==> config.mk <==
export PLATFORM = sky130hd
export DESIGN_NAME = sram_arbiter
export DESIGN_NICKNAME = d
export VERILOG_FILES = /design/src/rtl/sram_arbiter.sv
export SDC_FILE = /design/constraint.sdc
export NUM_CORES = 1
export LEC_CHECK = 0
export CAP_MARGIN = 30
export CORE_ASPECT_RATIO = 1.4
export CORE_MARGIN = 2
export CORE_UTILIZATION = 42
export CTS_CLUSTER_DIAMETER = 50
export DETAILED_ROUTE_END_ITERATION = 10
export PLACE_DENSITY = 0.8
export SLEW_MARGIN = 30
export SYNTH_ARGS = -nofsm -noshare
export SYNTH_HDL_FRONTEND = slang
export SYNTH_SLANG_ARGS = --single-unit
==> constraint.sdc <==
create_clock -name clk -period 5.2 [get_ports clk]
set_input_delay 1.04 -clock clk [delete_from_list [all_inputs] [get_ports clk]]
set_output_delay 1.04 -clock clk [all_outputs]
set_load 0.01 [all_outputs]
==> src/rtl/sram_arbiter.sv <==
// sram_arbiter: round-robin arbiter sharing one SRAM controller between two masters,
// with a per-transfer BUSY timeout that aborts and flags the stalled master.
module sram_arbiter #(
   parameter int TIMEOUT = 15
) (
   input  logic        clk,
   input  logic        rst,
   input  logic        m0_rd_en,
   input  logic        m0_wr_en,
   input  logic [31:0] m0_addr,
   input  logic [31:0] m0_wdata,
   output logic [31:0] m0_rdata,
   output logic        m0_ready,
   output logic        m0_err,
   input  logic        m1_rd_en,
   input  logic        m1_wr_en,
   input  logic [31:0] m1_addr,
   input  logic [31:0] m1_wdata,
   output logic [31:0] m1_rdata,
   output logic        m1_ready,
   output logic        m1_err,
   output logic        mem_rd_en,
   output logic        mem_wr_en,
   output logic [31:0] mem_addr,
   output logic [31:0] mem_wdata,
   input  logic [31:0] mem_rdata,
   input  logic        mem_ready
);
   localparam int CW = $clog2(TIMEOUT + 1);
   typedef enum logic [1:0] {IDLE, BUSY, DONE} state_t;
   state_t r_state, w_next;
   logic [CW-1:0] r_cnt;
   logic r_gnt, r_last, r_wr, r_err;
   logic [31:0] r_addr, r_wdata, r_rdata0, r_rdata1;
   logic w_req0, w_req1, w_pick, w_tmo, w_grant;
   assign w_req0 = m0_rd_en | m0_wr_en;
   assign w_req1 = m1_rd_en | m1_wr_en;
   // on contention the master not served last wins
   assign w_pick = (w_req0 & w_req1) ? ~r_last : w_req1;
   assign w_grant = (r_state == IDLE) & (w_req0 | w_req1);
   assign w_tmo = r_cnt == CW'(TIMEOUT - 1);
   assign m0_ready = ~(w_req0 & ~((r_state == DONE) & ~r_gnt));
   assign m1_ready = ~(w_req1 & ~((r_state == DONE) & r_gnt));
   assign m0_err = (r_state == DONE) & r_err & ~r_gnt;
   assign m1_err = (r_state == DONE) & r_err & r_gnt;
   assign m0_rdata = r_rdata0;
   assign m1_rdata = r_rdata1;
   always_comb begin
      w_next = r_state;
      mem_rd_en = 1'b0;
      mem_wr_en = 1'b0;
      mem_addr = 32'd0;
      mem_wdata = 32'd0;
      if (w_grant) w_next = BUSY;
      else if (r_state == BUSY && (mem_ready | w_tmo)) w_next = DONE;
      else if (r_state == DONE) w_next = IDLE;
      if (r_state == BUSY) begin
         mem_rd_en = ~r_wr;
         mem_wr_en = r_wr;
         mem_addr = r_addr;
         mem_wdata = r_wdata;
      end
   end
   always_ff @(posedge clk or posedge rst)
      if (rst) r_state <= IDLE;
      else r_state <= w_next;
   always_ff @(posedge clk or posedge rst) begin
      if (rst) begin
         r_gnt <= 1'b0;
         r_last <= 1'b1;
         r_wr <= 1'b0;
         r_err <= 1'b0;
         r_cnt <= '0;
         r_addr <= 32'd0;
         r_wdata <= 32'd0;
         r_rdata0 <= 32'd0;
         r_rdata1 <= 32'd0;
      end else if (w_grant) begin
         r_gnt <= w_pick;
         r_last <= w_pick;
         r_wr <= w_pick ? m1_wr_en : m0_wr_en;
         r_addr <= w_pick ? m1_addr : m0_addr;
         r_wdata <= w_pick ? m1_wdata : m0_wdata;
         r_cnt <= '0;
         r_err <= 1'b0;
      end else if (r_state == BUSY) begin
         r_cnt <= r_cnt + CW'(1);
         r_err <= ~mem_ready & w_tmo;
         if (mem_ready & ~r_wr & r_gnt) r_rdata1 <= mem_rdata;
         if (mem_ready & ~r_wr & ~r_gnt) r_rdata0 <= mem_rdata;
      end
   end
endmodule

==> impl_metrics.env, run 1 <==
export IMPL_seq_area_sq_um=3450
export IMPL_min_from="m0_rdata[24]"
export IMPL_finalPower_w=0.00630
export IMPL_r2r_end="r_err"
export IMPL_fin_crit_ns=3.63
export IMPL_fillCellCount=1185
export IMPL_n_antenna_cell=0
export IMPL_dieArea_sq_um=16900
export IMPL_wl_per_cell_um=20.7
export IMPL_synth_flop_cell="dfrtp_1"
export IMPL_yosys_area_top_type="dfrtp_1"
export IMPL_h_tree_depth=4
export IMPL_via_count=6158
export IMPL_io_buffers=300
export IMPL_hp_class="reg2reg"
export IMPL_cp_max_fo=5
export IMPL_wirelength_um=21800
export IMPL_die_w_um=110
export IMPL_ys_async_sr_fraction_pct=100
export IMPL_cp_required_ns=4.16
export IMPL_area_growth_pct=55.5
export IMPL_cts_setup_buffers=0
export IMPL_slew_violations=0
export IMPL_fmax_ghz=0.275
export IMPL_setup_viol=0
export IMPL_cap_violations=0
export IMPL_setup_tns_ns=0
export IMPL_hold_viol_final=0
export IMPL_synth_edf_count=0
export IMPL_cellLeakagePower_nw=4.06
export IMPL_cts_sinks=138
export IMPL_netlist_area_sq_um=6660
export IMPL_slew_headroom_pct=48.5
export IMPL_fin_area_sq_um=10400
export IMPL_first_pass_iters=5
export IMPL_ir_worst_vdd_mv=0.317
export IMPL_multi_input_comb_area_sq_um=2930
export IMPL_cts_buffers=17
export IMPL_clock_latency_ns=0.41
export IMPL_fin_skew_ns=0.0108
export IMPL_yosysSeqAreaShare_pct=51.8
export IMPL_drtIter0Drc=389
export IMPL_num_io_pins=301
export IMPL_holdPathStages=1
export IMPL_fin_nets=1010
export IMPL_hold_ws_ns=0.500
export IMPL_die_h_um=153
export IMPL_ys_top_cells_by_count="dfrtp_1, o21ai_0, and2_1"
export IMPL_yosysWarnings=0
export IMPL_track_usage_pct=25.5
export IMPL_drc=0
export IMPL_ys_ff_latch=138
export IMPL_synth_cell_type_count=39
export IMPL_postRouteAntennaNets=0
export IMPL_grt_remaining_overflow=0
export IMPL_ys_top_cells_by_area="dfrtp_1, mux2_2, a2bb2oi_1, a311oi_1, and2_1"
export IMPL_r2r_start="r_state[0]"
export IMPL_cp_end_kind="output pin"
export IMPL_cts_hold_buf=0
export IMPL_outcome="finished clean"
export IMPL_grt_max_degree=101
export IMPL_grt_pass1_vias=6449
export IMPL_rsz0062_at_grt="false"
export IMPL_fp_coreArea_sq_um=15500
export IMPL_viasPerCell=5.86
export IMPL_clk_pin_slew_ns=0.06
export IMPL_crit_type="in2out"
export IMPL_initial_core_util_pct=42.9
export IMPL_power_density_nw_per_um2=608
export IMPL_syn_inst=574
export IMPL_cts_max_path_buffers=2
export IMPL_row_count=54
export IMPL_gp_congestion=0.846
export IMPL_root_buffer="clkbuf_16"
export IMPL_min_to="m0_rdata[24]"
export IMPL_period_share_pct=69.9
export IMPL_fin_util_pct=66.7
export IMPL_dpl_hpwl_um=14700
export IMPL_cts_tree="built"
export IMPL_grt_pass1_wl_um=34800
export IMPL_syn_nets=743
export IMPL_worst_setup_path_start_kind="input pin"
export IMPL_tightest_slew_ns=0.773
export IMPL_cts_resized=0
export IMPL_drive_gt1_share_pct=13.8
export IMPL_cp_arrival_ns=2.59
export IMPL_synth_top_cell_area_share_pct=51.4
export IMPL_syn_area_per_cell_sq_um=11.6
export IMPL_synth_most_common_cell="dfrtp_1"
export IMPL_antenna_found_initial=0
export IMPL_crit_start="m1_wr_en"
export IMPL_place_area_sq_um=9790
export IMPL_regToRegSetupSlack_ns=2.95
export IMPL_worstRegToRegCells=4
## layer usage
layer / part of all wire, % / vias to the layer above / track usage [%]
met2: 52 / 346 / 44.5
met4: 3.0 / 0 / 10.4
met5: 0 / - / 0
li1: - / 2715 / -
met1: 38 / 3053 / 30.5
met3: 7.0 / 44 / 5.75
## report_power, final
part           internal [W]  switching [W]
Combinational       0.00183        0.00138
Clock              0.000640       0.000505
Sequential          0.00162       0.000329
## kinds of logic after synthesis
kind of cell / synth area share, %
compound gates: 23.2
xor+xnor: 0.263
fa+ha+maj: 0.375
buf+inv: 4.56
flops: 51.8
mux: 10.8
simple gates: 8.99
## stage by stage
step	setup WS, ns	cells
after floorplan	0.465	574
after global placement	1.60	1015
after detailed placement	1.56	1018
after CTS	1.51	1050
after global routing	1.49	1050
final	1.57	1050
## placed cells by master (no fill, tap or decap), types with 3 or more instances in the layout
cell and n:
mux2_2 63, dfrtp_1 137, inv_6 6, buf_4 8
or2_2 3, inv_8 3, buf_16 3, a2bb2oi_1 64
clkbuf_16 17, clkinvlp_4 4, nand2_1 11, o21ai_0 66
and2_1 65, a311oi_1 64, nor2_1 3, clkdlybuf4s50_1 300
## flip-flops by register name, summed over array words and instances, names as in the netlist
register and flops:
m1_rdata 32, r_addr 32, r_state 2, r_last 1, r_wr 1, r_gnt 1, r_cnt 4, r_err 1
m0_rdata 32, r_wdata 32
## cell type report
| class | instances | area share, % |
|---|---|---|
| Clock buffer | 18 | 4.24 |
| Tap cell | 196 | 2.37 |
| Multi-Input combinational cell | 370 | 28.3 |
| Timing Repair Buffer | 311 | 30.4 |
| Sequential cell | 138 | 33.3 |
| Inverter | 3 | 0.181 |
| Clock inverter | 14 | 1.18 |
## critical path, stage by stage
cell,delay [ns]
clkdlybuf4s50_1,0.56
or2_2,0.36
nand2_1,0.08
clkdlybuf4s50_1,0.55
## worst max path at each step
stage	endpoint	slack [ns]	depth (start not counted)
after floorplan	m0_rdata[0]	0.47	1
after global placement	m1_ready	1.60	4
after detailed placement	m1_ready	1.56	4
after CTS	mem_wdata[18]	1.51	3
after global routing	m1_ready	1.49	4
final	m1_ready	1.57	4
Note: power is estimated with default switching activity, not from simulation.
==> run 2: changes to the inputs <==
- CORE_UTILIZATION: 42 -> 38
- PLACE_DENSITY: 0.8 -> 0.76
- clock period: 5.2 -> 3.3 ns (I/O delays scaled with it)
==> run 2 against run 1 <==
Register-to-register slack got worse by 1.9 ns. Final cell count increased by 4.3%. Clock power grew 59%. Clock skew is 0.0010 ns lower. Hold slack lost 0.013 ns. Combinational power up 58%. Via count is 3.2% lower. First-iteration DRC count is 19% higher. Design area rose by 0.76%. Critical path depth is the same. Largest cell class unchanged. Critical path type is now reg2out. Global-route usage shrank 3.3 points. Utilization decreased by 6.2 points.
==> impl_metrics.env, run 2 (synthesis gave the netlist of run 1 again) <==
export IMPL_outcome="finished clean"
export IMPL_regToRegSetupSlack_ns=1.09
export IMPL_grt_remaining_overflow=0
export IMPL_crit_family="buffers and inverters"
export IMPL_drc=0
export IMPL_fillCellCount=1500
export IMPL_row_count=57
export IMPL_grt_pass1_wl_um=32500
export IMPL_cellLeakagePower_nw=4.08
export IMPL_die_w_um=116
export IMPL_cap_violations=0
export IMPL_initial_core_util_pct=38.6
export IMPL_cts_tree="built"
export IMPL_viasPerCell=5.45
export IMPL_place_area_sq_um=9860
export IMPL_fp_coreArea_sq_um=17300
export IMPL_clk_pin_slew_ns=0.06
export IMPL_wirelength_um=20900
export IMPL_cp_required_ns=2.64
export IMPL_tightest_slew_ns=0.768
export IMPL_fmax_ghz=0.320
export IMPL_rsz0062_at_grt="false"
export IMPL_drtIter0Drc=462
export IMPL_setup_viol=0
export IMPL_cts_resized=0
export IMPL_multi_input_comb_area_sq_um=2930
export IMPL_grtUsageMet2_pct=37.6
export IMPL_fin_skew_ns=0.00975
export IMPL_critPathMaxStageDelay_ns=0.63
export IMPL_cp_end_kind="output pin"
export IMPL_cts_buffers=17
export IMPL_grt_max_degree=76
export IMPL_slew_violations=0
export IMPL_cts_setup_buffers=0
export IMPL_cts_sinks=138
export IMPL_antenna_found_initial=0
export IMPL_cts_hold_buf=0
export IMPL_path_cells="and2b_2 -> buf_4 -> and2_1 -> clkdlybuf4s50_1"
export IMPL_fin_nets=1015
export IMPL_cts_max_path_buffers=2
export IMPL_fin_area_sq_um=10400
export IMPL_root_buffer="clkbuf_16"
export IMPL_h_tree_depth=4
export IMPL_layout_common_cells="clkdlybuf4s50_1, dfrtp_1, o21ai_0"
export IMPL_ir_worst_vdd_mv=0.667
export IMPL_fin_crit_ns=3.13
export IMPL_crit_buf_inv=2
export IMPL_cp_max_fo=38
export IMPL_drive_gt1_share_pct=14.3
export IMPL_io_buffers=300
export IMPL_first_pass_iters=5
export IMPL_die_h_um=161
export IMPL_slowest_stage="and2b_2"
export IMPL_grt_pass1_vias=6093
export IMPL_hold_viol_final=0
export IMPL_crit_type="reg2out"
export IMPL_setup_tns_ns=0
export IMPL_postRouteAntennaNets=0
export IMPL_area_growth_pct=56.6
export IMPL_dpl_hpwl_um=13700
export IMPL_grt_use_met1_pct=27.9
export IMPL_period_share_pct=94.7
export IMPL_cp_arrival_ns=2.47
export IMPL_fin_util_pct=60.5
export IMPL_worst_setup_path_start_kind="flip-flop"
export IMPL_num_io_pins=301
export IMPL_seq_area_sq_um=3450
export IMPL_final_common_cell="clkdlybuf4s50_1"
export IMPL_track_usage_pct=22.2
export IMPL_n_antenna_cell=0
export IMPL_wl_per_cell_um=19.1
export IMPL_dieArea_sq_um=18600
export IMPL_power_density_nw_per_um2=950
export IMPL_slew_headroom_pct=48.8
export IMPL_via_count=5963
export IMPL_gp_congestion=0.797
export IMPL_grt_busiest_layer="met2"
export IMPL_clock_latency_ns=0.41
export IMPL_met3_usage_pct=4.94
export IMPL_hp_class="reg2reg"
## run 2: area by class of cell
type                       instances  share of cell area (%)
tap                              236                    2.83
multi-input combinational        370                    28.0
clock buffer                      17                    4.08
sequential                       138                    33.1
inverter                           3                   0.144
timing repair buffer             316                    30.6
clock inverter                    15                    1.23
## run 2: final timing paths
kind | end | depth (start not counted) | from
worst max-delay path | mem_addr[3] | 4 | r_state[0]
worst min-delay path | m0_rdata[24] | 1 | m0_rdata[24]
worst max register to register | m1_rdata[27] | 5 | r_state[0]
worst min register to register | m0_rdata[24] | 1 | m0_rdata[24]
max in group asynchronous | r_wdata[5] | 3 | rst
min in group asynchronous | m1_rdata[7] | 3 | rst
## run 2: where the power goes
part	internal, W	switching, W
clock network	0.000992	0.000813
registers	0.00255	0.000484
logic	0.00293	0.00214
total	0.00648	0.00344
## run 2: worst reg2reg max path, cell delays in order (launching register included)
cell      delay [ns]
dfrtp_1         0.46
and2b_2         0.47
buf_12          0.27
nand4b_1        0.09
buf_4           0.40
mux2_2          0.40
## run 2: metrics by stage
step | hold WS (ns) | std cells | total power (W) | setup slack [ns]
after floorplan | 0.485 | 574 | 0.00566 | 0.920
after global placement | 0.473 | 1062 | 0.00804 | 0.365
after detailed placement | 0.475 | 1062 | 0.00812 | 0.283
after CTS | 0.490 | 1094 | 0.00999 | 0.138
after global routing | 0.516 | 1095 | 0.0105 | 0.0272
final | 0.486 | 1095 | 0.00992 | 0.175
## run 2: metal layers
| layer | wire length, um | share of wire (%) |
|---|---|---|
| met3 | 1480 | 7.1 |
| met2 | 10600 | 51 |
| met1 | 8400 | 40 |
| met4 | 458 | 2.2 |
| met5 | 0 | 0 |
